[src/rtl/decoder_from_ai.sv]
// -----------------------------------------------------------------------------
// decoder_from_ai
//
// Return path of the AI link. Waits for the AI player's turn to start, takes
// the action chosen by the AI core, checks it against the current phase and
// the player's item slots, and emits one-cycle game-controller command
// pulses that stand in for that player's key presses. Invalid actions are
// retried a limited number of times. Silence from the AI falls back to a
// default move. Silence from the game ends the turn with an error.
//
// Parameters:
//   AI_Player  which player (0/1) the AI controls; drives o_player only
//   TIMEOUT_W  width of the response/ack timer
//   TIMEOUT    cycles allowed for the AI response, and separately for the ack
//   MAX_RETRY  invalid actions tolerated per turn before the default is forced
//
// Ports:
//   clk, rst         clock; asynchronous active-high reset
//   i_start          one-cycle pulse: the AI player's turn has begun
//   i_phase_item     game is in the item phase
//   i_phase_shoot    game is in the shoot phase
//   i_state          game FSM state code (a change counts as an ack)
//   i_slot_nonempty  bit k set: AI item slot k holds an item
//   i_cmd_ack        one-cycle pulse: game consumed the command
//   i_ai_valid       AI action valid
//   i_ai_action      0-5 use slot, 6 shoot self, 7 shoot opponent, 8 end item
//   o_ai_ready       block accepts an action (high throughout WAIT_AI)
//   o_use_item       pulse: use item in slot o_item_slot
//   o_item_slot      slot index, held from one issue until the next
//   o_shoot_self     pulse: shoot self
//   o_shoot_opp      pulse: shoot opponent
//   o_end_item       pulse: leave the item phase
//   o_player         constant AI_Player (0 while in reset)
//   o_error          pulse: invalid action, or ack timeout
//   o_timeout        pulse: AI response timeout
//   o_busy           high whenever the FSM is not IDLE
// All outputs are registered.
// -----------------------------------------------------------------------------
module decoder_from_ai #(
    parameter bit                   AI_Player = 1'b0,
    parameter int                   TIMEOUT_W = 24,
    parameter logic [TIMEOUT_W-1:0] TIMEOUT   = TIMEOUT_W'(5_000_000),
    parameter int                   MAX_RETRY = 3
) (
    input  logic       clk,
    input  logic       rst,
    input  logic       i_start,
    input  logic       i_phase_item,
    input  logic       i_phase_shoot,
    input  logic [3:0] i_state,
    input  logic [5:0] i_slot_nonempty,
    input  logic       i_cmd_ack,
    input  logic       i_ai_valid,
    input  logic [3:0] i_ai_action,
    output logic       o_ai_ready,
    output logic       o_use_item,
    output logic [2:0] o_item_slot,
    output logic       o_shoot_self,
    output logic       o_shoot_opp,
    output logic       o_end_item,
    output logic       o_player,
    output logic       o_error,
    output logic       o_timeout,
    output logic       o_busy
);

    localparam int                   RETRY_W    = (MAX_RETRY > 1) ? $clog2(MAX_RETRY) : 1;
    localparam logic [RETRY_W-1:0]   RETRY_LAST = RETRY_W'(MAX_RETRY - 1);
    localparam logic [TIMEOUT_W-1:0] TIMER_LAST = TIMEOUT - TIMEOUT_W'(1);

    typedef enum logic [1:0] {
        IDLE,
        WAIT_AI,
        ISSUE,
        WAIT_ACK
    } state_t;

    typedef struct packed {
        logic use_item;
        logic shoot_self;
        logic shoot_opp;
        logic end_item;
    } pulse_t;

    typedef struct packed {
        pulse_t     pulse;
        logic [2:0] slot;
    } cmd_t;

    state_t               state_q, state_d;
    logic [TIMEOUT_W-1:0] timer_q, timer_d;
    logic [RETRY_W-1:0]   retry_q, retry_d;
    logic                 phase_item_q, phase_item_d;   // 1: item turn, 0: shoot turn
    logic [3:0]           cap_state_q, cap_state_d;
    pulse_t               pulse_q, pulse_d;
    logic [2:0]           slot_q, slot_d;
    logic                 error_q, error_d;
    logic                 timeout_q, timeout_d;
    logic                 ready_q, busy_q, player_q;

    logic                 handshake;
    logic                 phase_live;
    logic                 action_ok;
    logic [7:0]           slot_map;
    cmd_t                 ai_cmd, dflt_cmd, issue_cmd;
    logic                 issue;

    assign handshake  = i_ai_valid & ready_q;
    // The turn is abandoned as soon as the phase it was started in goes away.
    assign phase_live = phase_item_q ? i_phase_item : i_phase_shoot;
    // Widened so that any 3-bit action index selects a defined bit.
    assign slot_map   = {2'b00, i_slot_nonempty};

    // NOTE: every signal written in an always_comb gets a default first, so no
    // path through the case statements can leave it unassigned and infer a latch.
    always_comb begin
        action_ok = 1'b0;
        ai_cmd    = '0;
        dflt_cmd  = '0;
        if (i_ai_action <= 4'd5) begin
            action_ok              = phase_item_q & slot_map[i_ai_action[2:0]];
            ai_cmd.pulse.use_item  = 1'b1;
            ai_cmd.slot            = i_ai_action[2:0];
        end else if (i_ai_action == 4'd6) begin
            action_ok              = ~phase_item_q;
            ai_cmd.pulse.shoot_self = 1'b1;
        end else if (i_ai_action == 4'd7) begin
            action_ok              = ~phase_item_q;
            ai_cmd.pulse.shoot_opp = 1'b1;
        end else if (i_ai_action == 4'd8) begin
            action_ok              = phase_item_q;
            ai_cmd.pulse.end_item  = 1'b1;
        end
        if (phase_item_q) dflt_cmd.pulse.end_item  = 1'b1;
        else              dflt_cmd.pulse.shoot_opp = 1'b1;
    end

    always_comb begin
        state_d      = state_q;
        timer_d      = timer_q;
        retry_d      = retry_q;
        phase_item_d = phase_item_q;
        cap_state_d  = cap_state_q;
        pulse_d      = '0;
        slot_d       = slot_q;
        error_d      = 1'b0;
        timeout_d    = 1'b0;
        issue        = 1'b0;
        issue_cmd    = '0;

        unique case (state_q)
            IDLE: begin
                if (i_start && (i_phase_item ^ i_phase_shoot)) begin
                    phase_item_d = i_phase_item;
                    timer_d      = '0;
                    retry_d      = '0;
                    state_d      = WAIT_AI;
                end
            end

            WAIT_AI: begin
                timer_d = timer_q + TIMEOUT_W'(1);
                if (!phase_live) begin
                    state_d = IDLE;
                end else if (handshake) begin
                    if (action_ok) begin
                        issue     = 1'b1;
                        issue_cmd = ai_cmd;
                    end else if (retry_q == RETRY_LAST) begin
                        issue     = 1'b1;
                        issue_cmd = dflt_cmd;
                    end else begin
                        error_d = 1'b1;
                        retry_d = retry_q + RETRY_W'(1);
                    end
                // ">=" so an invalid action that wins the timeout cycle only
                // postpones the timeout by one cycle instead of wrapping the timer.
                end else if (timer_q >= TIMER_LAST) begin
                    timeout_d = 1'b1;
                    issue     = 1'b1;
                    issue_cmd = dflt_cmd;
                end
            end

            ISSUE: begin
                cap_state_d = i_state;
                timer_d     = '0;
                state_d     = WAIT_ACK;
            end

            WAIT_ACK: begin
                timer_d = timer_q + TIMEOUT_W'(1);
                if (i_cmd_ack || (i_state != cap_state_q)) begin
                    state_d = IDLE;
                end else if (timer_q >= TIMER_LAST) begin
                    error_d = 1'b1;
                    state_d = IDLE;
                end
            end

            default: state_d = IDLE;
        endcase

        // Command pulses are registered on entry to ISSUE, so they are high
        // exactly during the ISSUE cycle.
        if (issue) begin
            pulse_d = issue_cmd.pulse;
            slot_d  = issue_cmd.slot;
            state_d = ISSUE;
        end
    end

    // NOTE: sequential state uses non-blocking assignments so every register
    // samples the pre-edge values regardless of statement order.
    always_ff @(posedge clk or posedge rst) begin
        if (rst) begin
            state_q      <= IDLE;
            timer_q      <= '0;
            retry_q      <= '0;
            phase_item_q <= 1'b0;
            cap_state_q  <= '0;
            pulse_q      <= '0;
            slot_q       <= '0;
            error_q      <= 1'b0;
            timeout_q    <= 1'b0;
            ready_q      <= 1'b0;
            busy_q       <= 1'b0;
            player_q     <= 1'b0;
        end else begin
            state_q      <= state_d;
            timer_q      <= timer_d;
            retry_q      <= retry_d;
            phase_item_q <= phase_item_d;
            cap_state_q  <= cap_state_d;
            pulse_q      <= pulse_d;
            slot_q       <= slot_d;
            error_q      <= error_d;
            timeout_q    <= timeout_d;
            ready_q      <= (state_d == WAIT_AI);
            busy_q       <= (state_d != IDLE);
            player_q     <= AI_Player;
        end
    end

    assign o_ai_ready   = ready_q;
    assign o_use_item   = pulse_q.use_item;
    assign o_shoot_self = pulse_q.shoot_self;
    assign o_shoot_opp  = pulse_q.shoot_opp;
    assign o_end_item   = pulse_q.end_item;
    assign o_item_slot  = slot_q;
    assign o_player     = player_q;
    assign o_error      = error_q;
    assign o_timeout    = timeout_q;
    assign o_busy       = busy_q;

endmodule

[config.mk]
export PLATFORM = sky130hd
export DESIGN_NAME = decoder_from_ai
export DESIGN_NICKNAME = d
export VERILOG_FILES = /design/src/rtl/decoder_from_ai.sv
export SDC_FILE = /design/constraint.sdc
export NUM_CORES = 1
export LEC_CHECK = 0
export ABC_CLOCK_PERIOD_IN_PS = 2550
export BUFFER_PORTS_ARGS = -buffer_cell sky130_fd_sc_hd__buf_4
export CORE_ASPECT_RATIO = 1.4
export CORE_MARGIN = 3
export CORE_UTILIZATION = 35
export CTS_CLUSTER_DIAMETER = 120
export DETAILED_ROUTE_END_ITERATION = 16
export GPL_ROUTABILITY_DRIVEN = 0
export SYNTH_ARGS = -nofsm -noshare
export SYNTH_HDL_FRONTEND = slang
export SYNTH_SLANG_ARGS = --single-unit
[constraint.sdc]
create_clock -name clk -period 2.55 [get_ports clk]
set_clock_uncertainty 0.15 [all_clocks]
set_input_delay 0.255 -clock clk [delete_from_list [all_inputs] [get_ports clk]]
set_output_delay 0.255 -clock clk [all_outputs]
set_load 0.02 [all_outputs]
==> run metrics, run 1 <==
ANT nets after route=0; # DRC=0; total track usage=15.0%; pins over their slew limit=0; # diodes=0; Syn Nets=284; initial antenna violation count=0; Post-CTS Resized=0; Reg2Reg Depth=5; Post-DP HPWL=4300 um; # hold bufs at CTS=1; Worst R2R End=o_ai_ready; Iter 0 DRT Violations=107; RSZ-0062 raised after global routing=false; Netlist cell types=61; MaxCap Viol Count=0; clk sinks=44; cell count after synthesis=261; Bufs on Longest Clock Path=2; placed inst area=0.00289 sq mm; Critical Path RT=2.59 ns; CTS root buffer=clkbuf_8; async set-reset flop share out of synthesis=100%; Worst Max-Slew Pin Slew=0.677 ns; Post-CTS Setup Inserts=0; peak supply drop=0.000329 V; top-area cell type share of the netlist area=43.5%; Worst slew margin=54.6%; WP data arrival=2.44 ns; Yosys Warn Count=0; R2R setup slack=0.14 ns; fin nets=316; final instance area=0.00299 sq mm; clock slew at reported path FFs=0.09 ns; Hold Crit Class=in -> reg; prevailing post-synth register cell=dfrtp_1; Starting Density=36.3%; Post-Syn Area per Cell=9.70 sq um; Final setup viols=0; Die X=77.9 um; Inserted Clock Buffers=5; Util after Layout=42.8%; simple-gate share of the synthesized area=21.8%; Worst R2R Start=timer_q[23]; routed len/inst=15.4 um; largest family of logic cells by synthesized area=compound AO/OA/AOI/OAI gates; Hold Slack=0.0430 ns; H-tree depth=2; die area=0.00830 sq mm; global-route wire length before repair=10000 um; status=finished, final reports clean; Cell Count, Final, Fillers Out=389; total number of vias=2188; fin crit period=2.41 ns; CTS tree=yes; mux share of post-synthesis cell area=3.36%; Post-Synth XOR/XNOR Area=1.73%; f_max=415 MHz; Hold Path Origin=i_phase_item; Max FO, Critical Path=5; post-synthesis compound-gate area fraction=24.4%; Post-synth EDFFs=0; Tcrit/Tclk final=94.4%; Setup crit start=timer_q[23]; Seq/Total Area, Yosys=43.5%; Fill cells=702; largest area contributor in the netlist=dfrtp_1; GRT overflow=0; nature of the critical path startpoint=register; final hold violation count=0; top cells by area, synth=dfrtp_1 43%, nand2_1 3.3%, o21ai_0 3.0%; DR pass1 iterations=4; LEAKAGE=1.29 nW; share of cells above drive strength 1=21.8%; clock latency at the later pin of the worst-skew pair=0.30 ns; Avg Vias per Cell=5.62; #FFs+latches synth=44; Mapped Area=0.00253 sq mm; vias in the first global route=2107; adder-cell area share of the yosys netlist=0.989%; Pwr Density=757 mW/mm^2; area growth from synthesis to layout=18.1%; CP endpoint=o_ai_ready; Core ar.=0.00698 sq mm; I/O pins=33; routed wire length=6010 um; critical path class=reg -> reg; std cell rows=36; Final TNS setup=0 ns; pin count of the biggest net entering global routing=29; Critical Path End Type=register; Die Y=107 um; Port Buf Inserts=31; # placed instances=380
==> cells in the mapped netlist, types with 3 or more instances <==
cell,number
dfrtp_1,44
o31ai_1,5
mux2i_1,4
inv_1,8
o21ai_0,15
a211o_1,3
buf_2,3
nor2_1,10
nand3_1,13
xnor2_1,3
a21oi_1,7
and3_1,6
o21ai_1,11
a31oi_1,10
nand2_1,22
a311oi_1,3
o22ai_1,3
mux2_2,4
a41oi_1,3
and2_1,5
nand4_1,8
clkbuf_1,13
a22o_1,6
nor3_1,3
==> sequential cells by signal, summed over array words and instances (netlist names), 2 cells and up <==
signal,flops
cap_state_q,4
o_item_slot,3
retry_q,2
state_q,2
timer_q,24
==> worst min-delay path by stage <==
stage | to | cells after the start
3_3_place_gp | timer_q[3] | 2
5_1_grt | cap_state_q[2] | 2
2_1_floorplan | phase_item_q | 2
4_1_cts | cap_state_q[2] | 2
3_5_place_dp | timer_q[2] | 2
6_report | phase_item_q | 3
==> placed cells by master (no fill, tap or decap), types with 3 or more instances in the layout <==
| master | count |
|---|---|
| a211o_1 | 3 |
| a21oi_1 | 7 |
| a22o_1 | 6 |
| a311oi_1 | 3 |
| a31oi_1 | 10 |
| a41oi_1 | 3 |
| and2_1 | 5 |
| and3_1 | 6 |
| buf_4 | 41 |
| clkbuf_8 | 6 |
| dfrtp_1 | 44 |
| inv_1 | 7 |
| mux2_2 | 4 |
| mux2i_1 | 4 |
| nand2_1 | 22 |
| nand3_1 | 13 |
| nand4_1 | 8 |
| nor2_1 | 10 |
| nor3_1 | 3 |
| o21ai_0 | 15 |
| o21ai_1 | 11 |
| o22ai_1 | 3 |
| o31ai_1 | 5 |
| xnor2_1 | 3 |
==> worst max-delay path, stage by stage, from the launching register on <==
cell	delay, ns
dfrtp_1	0.43
or4_4	0.57
or3_4	0.36
o32a_1	0.39
a211oi_2	0.30
nor4bb_2	0.09
==> area by class of cell <==
| class | count | area, sq um | area share (%) |
|---|---|---|---|
| Multi-Input combinational cell | 192 | 1330 | 44.5 |
| Sequential cell | 44 | 1100 | 36.8 |
| Timing Repair Buffer | 42 | 318 | 10.6 |
| Tap cell | 95 | 119 | 3.98 |
| Clock buffer | 6 | 82.6 | 2.76 |
| Inverter | 8 | 30.0 | 1.00 |
| Clock inverter | 2 | 10.0 | 0.335 |
==> through the flow <==
step,setup slack [ns],total power [mW]
CTS,0.147,2.28
finish,0.143,2.26
global route,0.0920,2.41
global placement,0.170,1.80
detailed placement,0.158,1.81
floorplan,0.249,1.58
==> cell families (layout without fill, tap and decap cells) <==
| kind of cell | count (synthesis) | count (layout) |
|---|---|---|
| compound gates | 83 | 83 |
| simple gates | 93 | 93 |
| other cells | 1 | 1 |
| flops | 44 | 44 |
| fa+ha+maj | 2 | 2 |
| mux | 8 | 8 |
| xor+xnor | 5 | 5 |
| buf+inv | 25 | 58 |
==> where the power goes <==
| part | switching [mW] | leakage [nW] | internal [mW] | total [mW] |
|---|---|---|---|---|
| combinational | 0.492 | 0.649 | 0.370 | 0.862 |
| sequential | 0.116 | 0.594 | 0.816 | 0.932 |
| clock | 0.251 | 0.0510 | 0.217 | 0.468 |
==> per-layer routing <==
metal	up-vias	part of all wire [%]	GRT usage [%]	wire length (um)
li1	1061	-	-	-
met5	-	0	0	0
met1	1075	41	16.6	2440
met4	0	1.3	6.36	81
met2	47	54	27.6	3250
met3	5	4.0	2.86	239
Note: power is estimated with default switching activity, not from simulation.
==> run 2, diff against run 1 <==
- CELL_PAD_IN_SITES_DETAIL_PLACEMENT: unset -> 1
- CELL_PAD_IN_SITES_GLOBAL_PLACEMENT: unset -> 2
- PLACE_DENSITY_LB_ADDON: unset -> 0.1
- SETUP_SLACK_MARGIN: unset -> 0.5
==> run 2 against run 1 <==
Worst hold slack got worse by 0.0016 ns; largest power group unchanged; global-route usage increased by 2.0 points; total power increased by 7.2%; core utilization increased by 1.7 points; cell area increased by 4.0%.
==> run metrics, run 2 (synthesis results as in run 1) <==
# diodes=0 (unchanged); DR pass1 iterations=4 (unchanged); clk sinks=44 (unchanged); final hold violation count=0 (unchanged); Clk pwr share=23.4% (was 20.7%); Bufs on Longest Clock Path=2 (unchanged); Worst Path Buf+Inv=1 (was 0); std cell rows=36 (unchanged); critical path class=reg -> reg (unchanged); MaxCap Viol Count=0 (unchanged); CP top delay family=simple AND/OR/NAND/NOR gates (unchanged); Biggest register=timer_q (unchanged); Multi-input gate area=0.00136 sq mm (was 0.00133 sq mm); Critical Path End Type=register (unchanged); Crit path depth=6 (was 5); Final setup viols=0 (unchanged); Reg2Reg Depth=6 (was 5); worst-path cell chain=or4_4 > or3_4 > o32ai_4 > a2bb2oi_4 > buf_4 > a311oi_2 (was or4_4 > or3_4 > o32a_1 > a211oi_2 > nor4bb_2); Min-Delay Path Depth=3 (unchanged); Tcrit/Tclk final=90.0% (was 94.4%); most frequent cells in the layout=45 x buf_4, 42 x dfrtp_1, 22 x nand2_1 (was 44 x dfrtp_1, 41 x buf_4, 22 x nand2_1); Final TNS setup=0 ns (unchanged); Tot Pwr=2.42 mW (was 2.26 mW); Port Buf Inserts=31 (unchanged); pins over their slew limit=0 (unchanged); f_max=436 MHz (was 415 MHz); vias in the first global route=2321 (was 2107); Worst slew margin=42.7% (was 54.6%); Fill cells=822 (was 702); Die Y=107 um (unchanged); power share of the combinational group=37.0% (was 38.1%); Crit-path slowest cell=or4_4 (unchanged); total track usage=17.1% (was 15.0%); Critical Path RT=2.61 ns (was 2.59 ns); die area=0.00830 sq mm (unchanged); GRT overflow=0 (unchanged); Switching Share=36.8% (was 38.0%); RSZ-0062 raised after global routing=true (was false); nature of the critical path startpoint=register (unchanged); LEAKAGE=1.36 nW (was 1.29 nW); sequential share of power=39.6% (was 41.2%); Max FO, Critical Path=8 (was 5); area growth from synthesis to layout=22.8% (was 18.1%); I/O pins=33 (unchanged); routed len/inst=16.9 um (was 15.4 um); Worst path max stage delay=0.50 ns (was 0.57 ns); H-tree depth=2 (unchanged); most common cell after layout, fill and taps aside=buf_4 (was dfrtp_1); internal power=1.53 mW (was 1.40 mW); CTS root buffer=clkbuf_8 (unchanged); Largest register FFs=24 (unchanged); routed wire length=6670 um (was 6010 um); Starting Density=36.3% (unchanged); peak supply drop=0.000395 V (was 0.000329 V); Sw Pwr=0.892 mW (was 0.859 mW); initial antenna violation count=0 (unchanged); Core ar.=0.00698 sq mm (unchanged); # DRC=0 (unchanged); Worst Max-Slew Pin Slew=0.855 ns (was 0.677 ns); fin crit period=2.29 ns (was 2.41 ns); share of cells above drive strength 1=25.3% (was 21.8%); clock slew at reported path FFs=0.09 ns (about the same); clock latency at the later pin of the worst-skew pair=0.30 ns (about the same); WP data arrival=2.35 ns (was 2.44 ns); Post-DP HPWL=4760 um (was 4300 um); global-route wire length before repair=11400 um (was 10000 um); Avg Vias per Cell=5.65 (was 5.62); Die X=77.9 um (unchanged); CTS tree=yes (unchanged); fin nets=322 (was 316); ANT nets after route=0 (unchanged); Pwr Density=780 mW/mm^2 (was 757 mW/mm^2); Hold Crit Class=in -> reg (unchanged); Register Area=0.00110 sq mm (about the same); pin count of the biggest net entering global routing=29 (unchanged); total number of vias=2231 (was 2188); Iter 0 DRT Violations=95 (was 107); Inserted Clock Buffers=5 (unchanged); status=finished, final reports clean (unchanged)
-- run 2: power groups by stage --
stage	Combinational [mW]	Sequential (mW)	Clock, mW
6_report	0.898	0.959	0.568
5_1_grt	0.999	0.984	0.622
4_1_cts	0.892	0.959	0.596
3_5_place_dp	0.868	0.963	0
3_3_place_gp	0.853	0.961	0
2_1_floorplan	0.641	0.930	0
-- run 2: worst register-to-register path, cell delays in order (launching register included) --
cell,delay [ns]
dfrtp_1,0.42
or4_4,0.50
or3_4,0.36
o32ai_4,0.28
a2bb2oi_4,0.15
buf_4,0.17
a311oi_2,0.17
-- run 2: repair_timing --
| action | CTS | global route |
|---|---|---|
| setup endpoints to repair | 12 | 17 |
| pin swaps | 2 | 3 |
| endpoints found under the hold margin | 21 | 0 |
| hold buffers | 1 | 0 |
| setup buffers | 4 | 3 |
| gates resized for setup | 3 | 6 |
-- run 2: metrics by stage --
stage                     area (sq um)  cells  util [%]  setup WS, ns  hold slack, ns
after floorplan                   2540    261         -         0.279           0.232
after global placement            2890    379      41.4         0.231           0.206
after detailed placement          2890    379      41.4         0.181           0.229
after CTS                         3060    392      43.9         0.280          0.0299
after global routing              3110    395      44.5         0.168          0.0390
final                             3110    395      44.5         0.256          0.0415
-- run 2: final cells by class --
type,instances,share of cell area [%]
timing repair buffer,48,11.9
tap,95,3.82
inverter,8,0.966
multi-input combinational,192,43.9
sequential,44,35.5
clock inverter,2,1.25
clock buffer,6,2.66
-- run 2: worst paths after layout --
path,from,end,slack [ns]
min in group asynchronous,rst,o_shoot_self,0.43
worst max register to register,timer_q[17],o_shoot_opp,0.26
worst min-delay path,i_phase_item,phase_item_q,0.04
worst max-delay path,timer_q[17],o_shoot_opp,0.26
worst min register to register,retry_q[0],retry_q[0],0.36
max in group asynchronous,rst,timer_q[2],1.20
-- run 2: routing by layer --
layer / vias up / track usage, % / routed length, um
met1: 1127 / 20.6 / 2940
li1: 1075 / - / -
met4: 0 / 5.34 / 89
met5: - / 0 / 0
met3: 5 / 2.77 / 151
met2: 24 / 30.7 / 3490
==> run 3, diff against run 2 <==
- CORE_UTILIZATION: 35 -> 36
- CTS_CLUSTER_DIAMETER: 120 -> unset
- PLACE_DENSITY: unset -> 0.86
- PLACE_DENSITY_LB_ADDON: 0.1 -> unset
==> run 3 against run 2 <==
Sequential share of layout area decreased by 0.33 points; core utilization is 2.7 points higher; cell area is 1.7% higher; non-clock buffer count rose by 3; maximum frequency shrank 0.79%; die area is 2.6% lower; critical path type unchanged; worst hold slack better by 0.0016 ns; wire length rose by 3.8%.
==> run metrics, run 3 (synthesis results as in run 1) <==
Final TNS setup=0 ns (unchanged); power share of the combinational group=38.1% (was 37.0%); initial antenna violation count=0 (unchanged); Worst Path Buf+Inv=0 (was 1); clk sinks=44 (unchanged); Starting Density=37.8% (was 36.3%); Sw Pwr=0.926 mW (was 0.892 mW); Register Area=0.00111 sq mm (was 0.00110 sq mm); ANT nets after route=0 (unchanged); H-tree depth=2 (unchanged); area growth from synthesis to layout=24.9% (was 22.8%); vias in the first global route=2320 (was 2321); Min-Delay Path Depth=3 (unchanged); Core ar.=0.00670 sq mm (was 0.00698 sq mm); global-route wire length before repair=11700 um (was 11400 um); Worst slew margin=59.0% (was 42.7%); nature of the critical path startpoint=register (unchanged); Iter 0 DRT Violations=114 (was 95); hold path endpoint=phase_item_q (unchanged); Util after Layout=47.2% (was 44.5%); CP top delay family=simple AND/OR/NAND/NOR gates (unchanged); fin nets=325 (was 322); Worst Max-Slew Pin Slew=0.599 ns (was 0.855 ns); Port Buf Inserts=31 (unchanged); Die X=76.9 um (was 77.9 um); # DRC=0 (unchanged); GRT overflow=0 (unchanged); Clk pwr share=23.3% (was 23.4%); status=finished, final reports clean (unchanged); CTS tree=yes (unchanged); sequential share of power=38.6% (was 39.6%); Final setup viols=0 (unchanged); # diodes=0 (unchanged); Inserted Clock Buffers=5 (unchanged); total number of vias=2268 (was 2231); clock slew at reported path FFs=0.09 ns (about the same); WP data arrival=2.35 ns (about the same); std cell rows=35 (was 36); fin crit period=2.31 ns (was 2.29 ns); R2R setup slack=0.24 ns (was 0.26 ns); pins over their slew limit=0 (unchanged); Fill cells=762 (was 822); clock latency at the later pin of the worst-skew pair=0.30 ns (about the same); worst-path cell chain=or4_4 > or3_4 > o32a_1 > a211oi_4 > nor3b_2 (was or4_4 > or3_4 > o32ai_4 > a2bb2oi_4 > buf_4 > a311oi_2); peak supply drop=0.000580 V (was 0.000395 V); Biggest register=timer_q (unchanged); Switching Share=37.4% (was 36.8%); Tcrit/Tclk final=90.7% (was 90.0%); MaxCap Viol Count=0 (unchanged); Die Y=105 um (was 107 um); Multi-input gate area=0.00140 sq mm (was 0.00136 sq mm); Bufs on Longest Clock Path=2 (unchanged); Worst R2R Start=timer_q[16] (was timer_q[17]); pin count of the biggest net entering global routing=28 (was 29); LEAKAGE=1.38 nW (was 1.36 nW); Post-DP HPWL=4820 um (was 4760 um); Hold Crit Class=in -> reg (unchanged); share of cells above drive strength 1=30.4% (was 25.3%); die area=0.00809 sq mm (was 0.00830 sq mm); Crit-path slowest cell=or4_4 (unchanged); RSZ-0062 raised after global routing=true (unchanged); CTS root buffer=clkbuf_8 (unchanged); Worst R2R End=state_q[0] (was o_shoot_opp); Hold Path Origin=i_phase_item (unchanged); Max FO, Critical Path=3 (was 8); routed wire length=6920 um (was 6670 um); Reg2Reg Depth=5 (was 6); I/O pins=33 (unchanged); f_max=432 MHz (was 436 MHz); most frequent cells in the layout=50 x buf_4, 35 x dfrtp_1, 21 x nand2_1 (was 45 x buf_4, 42 x dfrtp_1, 22 x nand2_1); Critical Path End Type=register (unchanged); most common cell after layout, fill and taps aside=buf_4 (unchanged); Worst path max stage delay=0.53 ns (was 0.50 ns); Largest register FFs=24 (unchanged); routed len/inst=17.5 um (was 16.9 um); total track usage=17.6% (was 17.1%); Critical Path RT=2.58 ns (was 2.61 ns); internal power=1.55 mW (was 1.53 mW); final hold violation count=0 (unchanged); critical path class=reg -> reg (unchanged); DR pass1 iterations=4 (unchanged); Avg Vias per Cell=5.74 (was 5.65); Pwr Density=782 mW/mm^2 (was 780 mW/mm^2); Cell Count, Final, Fillers Out=395 (unchanged); # placed instances=378 (was 379)
[run 3: worst reg2reg max path: stages (launching register included)]
cell and delay [ns]:
dfrtp_1 0.39, or4_4 0.53, or3_4 0.36, o32a_1 0.35, a211oi_4 0.33, nor3b_2 0.09
[run 3: cell type report]
cell class                 instances  area share (%)
clock buffer                       6            2.61
clock inverter                     2            1.23
inverter                           8           0.950
multi-input combinational        192            44.2
sequential                        44            35.2
tap                               92            3.64
timing repair buffer              51            12.2
[run 3: how the worst max path moves through the flow]
stage	from	end	slack, ns	cells after the start
6_report	timer_q[16]	state_q[0]	0.24	5
5_1_grt	timer_q[16]	o_ai_ready	0.13	6
4_1_cts	timer_q[16]	o_ai_ready	0.21	5
3_5_place_dp	timer_q[15]	state_q[0]	0.14	5
3_3_place_gp	timer_q[15]	o_ai_ready	0.23	5
2_1_floorplan	timer_q[15]	o_ai_ready	0.28	5
[run 3: timing repair]
action,in CTS,in global routing
setup buffers,4,4
resized for setup,8,15
hold buffers,1,0
endpoints found under the hold margin,18,0
pin swaps,5,8
cloned,0,0
setup endpoints to repair,16,23
[run 3: power groups by stage]
stage / registers, mW / logic (mW) / clock network, mW
finish: 0.954 / 0.943 / 0.576
global route: 0.977 / 1.05 / 0.609
CTS: 0.941 / 0.931 / 0.588
detailed placement: 0.951 / 0.892 / 0
global placement: 0.943 / 0.868 / 0
floorplan: 0.930 / 0.641 / 0
[run 3: metrics by stage]
| stage | hold slack, ns | worst slack (ns) | area (sq um) | power, mW |
|---|---|---|---|---|
| after floorplan | 0.232 | 0.279 | 2540 | 1.57 |
| final | 0.0430 | 0.238 | 3160 | 2.47 |
| after global placement | 0.140 | 0.231 | 2900 | 1.81 |
| after detailed placement | 0.145 | 0.142 | 2900 | 1.84 |
| after CTS | 0.0381 | 0.214 | 3090 | 2.46 |
| after global routing | 0.0435 | 0.126 | 3160 | 2.63 |
[run 3: layer usage]
metal | wire length, um | part of all wire (%) | track usage, % | up-vias
li1 | - | - | - | 1077
met1 | 2980 | 43 | 21.1 | 1142
met2 | 3660 | 53 | 32.2 | 43
met3 | 185 | 2.7 | 2.39 | 6
met4 | 88 | 1.3 | 5.70 | 0
met5 | 0 | 0 | 0 | -
